## config.mk

```make
export PLATFORM = sky130hd
export DESIGN_NAME = pipeline_barrier_flat
export DESIGN_NICKNAME = d
export VERILOG_FILES = /design/src/rtl/pipeline_barrier_if.sv /design/src/rtl/pipeline_barrier.sv /design/src/flat_wrapper.sv
export SDC_FILE = /design/constraint.sdc
export NUM_CORES = 1
export LEC_CHECK = 0
export CAP_MARGIN = 15
export CORE_MARGIN = 8
export CORE_UTILIZATION = 40
export CTS_BUF_LIST = sky130_fd_sc_hd__clkbuf_2 sky130_fd_sc_hd__clkbuf_4 sky130_fd_sc_hd__clkbuf_8
export DETAILED_ROUTE_END_ITERATION = 8
export GPL_TIMING_DRIVEN = 1
export MAX_ROUTING_LAYER = met4
export PLACE_DENSITY = 0.62
export SYNTH_ARGS = -nofsm -noshare
export SYNTH_HDL_FRONTEND = slang
export SYNTH_SLANG_ARGS = --single-unit
```

## constraint.sdc

```tcl
create_clock -name clk -period 1.93 [get_ports clk]
set_input_delay 0.193 -clock clk [delete_from_list [all_inputs] [get_ports clk]]
set_output_delay 0.193 -clock clk [all_outputs]
set_load 0.03 [all_outputs]
```

## src/rtl/pipeline_barrier_if.sv

```systemverilog
// Handshake bundle for pipeline_barrier: the upstream and downstream valid/ready/data pairs plus flush.
// The slave modport is the barrier's view of the bundle; the master modport is the surrounding pipeline's view.
interface pipeline_barrier_if #(
    parameter int WIDTH = 16
);
    logic             in_valid;
    logic             in_ready;
    logic [WIDTH-1:0] in_data;
    logic             out_valid;
    logic             out_ready;
    logic [WIDTH-1:0] out_data;
    logic             flush;

    modport master (
        output in_valid,
        output in_data,
        output out_ready,
        output flush,
        input  in_ready,
        input  out_valid,
        input  out_data
    );

    modport slave (
        input  in_valid,
        input  in_data,
        input  out_ready,
        input  flush,
        output in_ready,
        output out_valid,
        output out_data
    );
endinterface

```

## src/rtl/pipeline_barrier.sv

```systemverilog
// Two-entry skid buffer between pipeline stages, with a registered in_ready and flush support.
// Defining PIPELINE_BARRIER_STATS_EN adds a saturating 16-bit stall_count output.
module pipeline_barrier #(
    parameter int               WIDTH     = 16,
    parameter logic [WIDTH-1:0] NOP_VALUE = '0
) (
    input  logic                 clk,
    input  logic                 rst_n,
    pipeline_barrier_if.slave    bus
`ifdef PIPELINE_BARRIER_STATS_EN
    ,
    output logic [15:0]          stall_count
`endif
);

    typedef enum logic [1:0] {
        EMPTY = 2'd0,
        ONE   = 2'd1,
        TWO   = 2'd2
    } state_t;

    state_t           state_q;
    state_t           state_d;
    logic [WIDTH-1:0] main_q;
    logic [WIDTH-1:0] main_d;
    logic [WIDTH-1:0] skid_q;
    logic [WIDTH-1:0] skid_d;
    logic             in_ready_q;
    logic             out_valid_w;
    logic             in_fire;
    logic             out_fire;

    assign out_valid_w   = (state_q != EMPTY);
    assign in_fire       = bus.in_valid && in_ready_q;
    assign out_fire      = out_valid_w && bus.out_ready;

    assign bus.in_ready  = in_ready_q;
    assign bus.out_valid = out_valid_w;
    assign bus.out_data  = out_valid_w ? main_q : NOP_VALUE;

    // Next-state and storage update; main always holds the oldest payload, so it feeds out_data directly.
    always_comb begin
        state_d = state_q;
        main_d  = main_q;
        skid_d  = skid_q;
        if (bus.flush) begin
            state_d = EMPTY;
        end else begin
            case (state_q)
                EMPTY: begin
                    if (in_fire) begin
                        main_d  = bus.in_data;
                        state_d = ONE;
                    end
                end
                ONE: begin
                    if (in_fire && !out_fire) begin
                        skid_d  = bus.in_data;
                        state_d = TWO;
                    end else if (in_fire && out_fire) begin
                        main_d  = bus.in_data;
                    end else if (out_fire) begin
                        state_d = EMPTY;
                    end
                end
                TWO: begin
                    if (out_fire) begin
                        main_d  = skid_q;
                        state_d = ONE;
                    end
                end
                default: begin
                    state_d = EMPTY;
                end
            endcase
        end
    end

    // in_ready is derived from the next state so it never depends combinationally on out_ready.
    always_ff @(posedge clk or negedge rst_n) begin
        if (!rst_n) begin
            state_q    <= EMPTY;
            main_q     <= '0;
            skid_q     <= '0;
            in_ready_q <= 1'b1;
        end else begin
            state_q    <= state_d;
            main_q     <= main_d;
            skid_q     <= skid_d;
            in_ready_q <= (state_d != TWO);
        end
    end

`ifdef PIPELINE_BARRIER_STATS_EN
    logic [15:0] stall_q;

    // Counts edges where downstream refused a valid payload; a flush edge is not a stall.
    always_ff @(posedge clk or negedge rst_n) begin
        if (!rst_n) begin
            stall_q <= 16'h0000;
        end else if (out_valid_w && !bus.out_ready && !bus.flush && (stall_q != 16'hFFFF)) begin
            stall_q <= stall_q + 16'd1;
        end
    end

    assign stall_count = stall_q;
`endif

endmodule

```

## src/flat_wrapper.sv

```systemverilog
// flat-port wrapper written by rule: the top's interface ports become plain ports
module pipeline_barrier_flat 
#(
    parameter int               WIDTH     = 16,
    parameter logic [WIDTH-1:0] NOP_VALUE = '0
)
  (clk, rst_n, bus_in_valid, bus_in_data, bus_out_ready, bus_flush, bus_in_ready, bus_out_valid, bus_out_data);
  pipeline_barrier_if #(.WIDTH(WIDTH)) bus_i ();
  input  logic clk;
  input  logic rst_n;
  input wire logic [$bits(bus_i.in_valid)-1:0] bus_in_valid;
  input wire logic [$bits(bus_i.in_data)-1:0] bus_in_data;
  input wire logic [$bits(bus_i.out_ready)-1:0] bus_out_ready;
  input wire logic [$bits(bus_i.flush)-1:0] bus_flush;
  output wire logic [$bits(bus_i.in_ready)-1:0] bus_in_ready;
  output wire logic [$bits(bus_i.out_valid)-1:0] bus_out_valid;
  output wire logic [$bits(bus_i.out_data)-1:0] bus_out_data;
  assign bus_i.in_valid = bus_in_valid;
  assign bus_i.in_data = bus_in_data;
  assign bus_i.out_ready = bus_out_ready;
  assign bus_i.flush = bus_flush;
  assign bus_in_ready = bus_i.in_ready;
  assign bus_out_valid = bus_i.out_valid;
  assign bus_out_data = bus_i.out_data;
  pipeline_barrier #(.WIDTH(WIDTH), .NOP_VALUE(NOP_VALUE)) u_core (.clk(clk), .rst_n(rst_n), .bus(bus_i));
endmodule
```

==> out/results.ini <==
[sta]
max_freq_mhz=538.7
fin_ws_ns=0.07351
rsz0062_at_grt=no
final-hold-violation-count=34
maxSlewViolCount=0
finalSetupViolations=0
worst_pin_slew_ns=0.7701
fin_crit_sh_pct=96.19
timing.hold.ws_ns=-0.01929
max_slew_margin_pct=48.66
tns_ns=0
skew_ns=0.006171
fin_crit_ns=1.856

[synth]
yosysSeqAreaShare_pct=52.39
syn-mean-instance-area_um2=12.13
syn_nets=159
postSynthCellCount=138
synth_seq_cells=35
syn_area_um2=1674
synth_cell_types=22
synth-warning-count=0

[drt]
num_vias=1155
post_drt_wl_per_cell_um=15.81
routed_wl_mm=3.730
antenna_left=0
avgViaCountPerCell=4.894
dr.pass1.iters=4
first_iter_violations=52
drc=0

[worst_setup_path]
critPathArrivalTime_ns=1.66
startpoint_type=flip-flop
crit_buf_inv=2
path_cells=nor2_4, buf_4, nor2b_1, clkdlybuf4s50_1
cp_max_fo=2
crit_path_end_kind=primary output
required_ns=1.74
slowest_delay_ns=0.68
path_delay_family=buffers and inverters
path_class=reg -> out
crit_path_top_delay_cell=clkdlybuf4s50_1

[die]
start_util_pct=41.55
rows=23
design.die.area_um2=6512
die_w_um=80.70
fp.dieH_um=80.70
pin_count=39
design.core.area_um2=4029

[global_route]
met2_usage_pct=19.25
overflow=0
met3_usage_pct=4.464
grt_max_degree=36
first_global_vias=1268
grt_pass1_wl_mm=5.961
antenna_found_initial=0
grt_busiest_layer=met2
met1_usage_pct=13.91
grtUsageTotal_pct=12.48

[final_layout]
antenna_cells=0
area_growth_pct=37.52
final_area_um2=2302
finish.utilization_pct=57.14
final_nets=206
drive_gt1_share_pct=20.97

[pwr]
power_density_nw_per_um2=940.9
vdd_drop_max_uv=542.7
p_leak_nw=1.277

[clock_network]
ctsHoldBuffers=0
clockBufferDepth=2
htree_levels=2
clock-root-buffer=clkbuf_8
cts_inserted_buffers=5
cts_tree=done
clk_pin_slew_ns=0.07
clkLatencyLatePin_ns=0.29
cts_sinks=35

[run_status]
violations=negative hold slack
outcome=complete, but fails checks

[place]
place_congestion=0.8179
port-buffer-count=38
dpl_worst_slack_ns=-0.3675
dpl_cell_area_um2=2136
dp_hpwl_mm=2.537

[min_path]
hold_path.class=in -> async

[job]
maxCapViolCount=0

[layer usage]
layer | up-vias | share of wire [%]
met5 | - | 0
met1 | 549 | 44
met2 | 32 | 48
met4 | 0 | 1.9
li1 | 566 | -
met3 | 8 | 6.7
[cell families (layout without fill, tap and decap cells)]
group / Yosys count / in the layout / share of synthesized area, %
AOI/OAI and AO/OA: 19 / 19 / 6.877
xor gates and xnor gates: 1 / 1 / 0.5233
buffers and inverters: 11 / 59 / 5.007
DFF: 35 / 35 / 52.39
muxes: 32 / 32 / 22.57
and+or+nand+nor: 40 / 40 / 12.63
[layout make-up]
type	instances	area, um2
Inverter	3	11.26
Clock buffer	8	103.9
Timing Repair Buffer	48	515.5
Sequential cell	35	877.1
Tap cell	50	62.56
Multi-Input combinational cell	92	732.0
Fill cell	339	1727
[where the power goes]
part / switching, W / leakage [nW] / total, W / internal [W]
Clock: 0.000256 / 0.0549 / 0.000596 / 0.000340
Sequential: 0.0000853 / 0.411 / 0.000992 / 0.000906
Combinational: 0.000258 / 0.811 / 0.000579 / 0.000321
[path summary, 6_finish.rpt]
kind	end	cells after the start	slack [ns]	startpoint
max	bus_out_data[15]	4	0.07	u_core.state_q[1]
min	u_core.main_q[7]	1	-0.02	rst_n
max reg2reg	u_core.skid_q[2]	5	0.16	u_core.state_q[1]
min reg2reg	u_core.skid_q[8]	1	0.50	u_core.skid_q[8]
max in group asynchronous	u_core.main_q[3]	1	1.46	rst_n
min in group clk	u_core.skid_q[8]	1	0.50	u_core.skid_q[8]
[Yosys cell counts]
master,number,area [um2]
a211o_2,1,10.01
a21oi_1,16,80.08
a2bb2oi_1,1,8.760
buf_12,1,20.02
buf_2,3,15.01
buf_6,3,33.78
clkbuf_1,1,3.750
dfrtp_1,34,850.8
dfstp_2,1,26.28
inv_1,3,11.26
mux2_2,6,67.56
mux2_4,10,150.1
mux2i_1,16,160.2
nand2_1,1,3.750
nand4b_1,1,8.760
nor2_1,18,67.56
nor2b_1,17,106.4
o41ai_2,1,16.27
or2b_1,1,7.510
or3_1,1,6.260
or4bb_1,1,11.26
xor2_1,1,8.760
[flip-flops by register name (all words and copies together) (netlist names)]
name,flops
u_core.bus.in_ready,1
u_core.main_q,16
u_core.skid_q,16
u_core.state_q,2
[per-stage QoR]
stage	cells	power, W
5_1_grt	236	0.002273
3_3_place_gp	226	0.001554
2_1_floorplan	138	0.001355
4_1_cts	236	0.002203
6_report	236	0.002166
3_5_place_dp	226	0.001576
[cells in the final DEF, fill, tap and decap left out, drive strengths merged, types with 3 or more instances in the layout]
cell	synthesis	final
mux2	16	16
nor2	18	18
inv	3	3
dlymetal6s2s	0	11
mux2i	16	16
clkbuf	1	8
clkdlybuf4s50	0	26
dfrtp	34	34
buf	7	11
nor2b	17	17
a21oi	16	16
[timing repair]
action | in CTS | in global routing
buffers inserted | 2 | 0
pin swaps | 1 | 0
setup endpoints to repair | 17 | 11
resized for setup | 2 | 11
(Power assumes the default switching activity.)
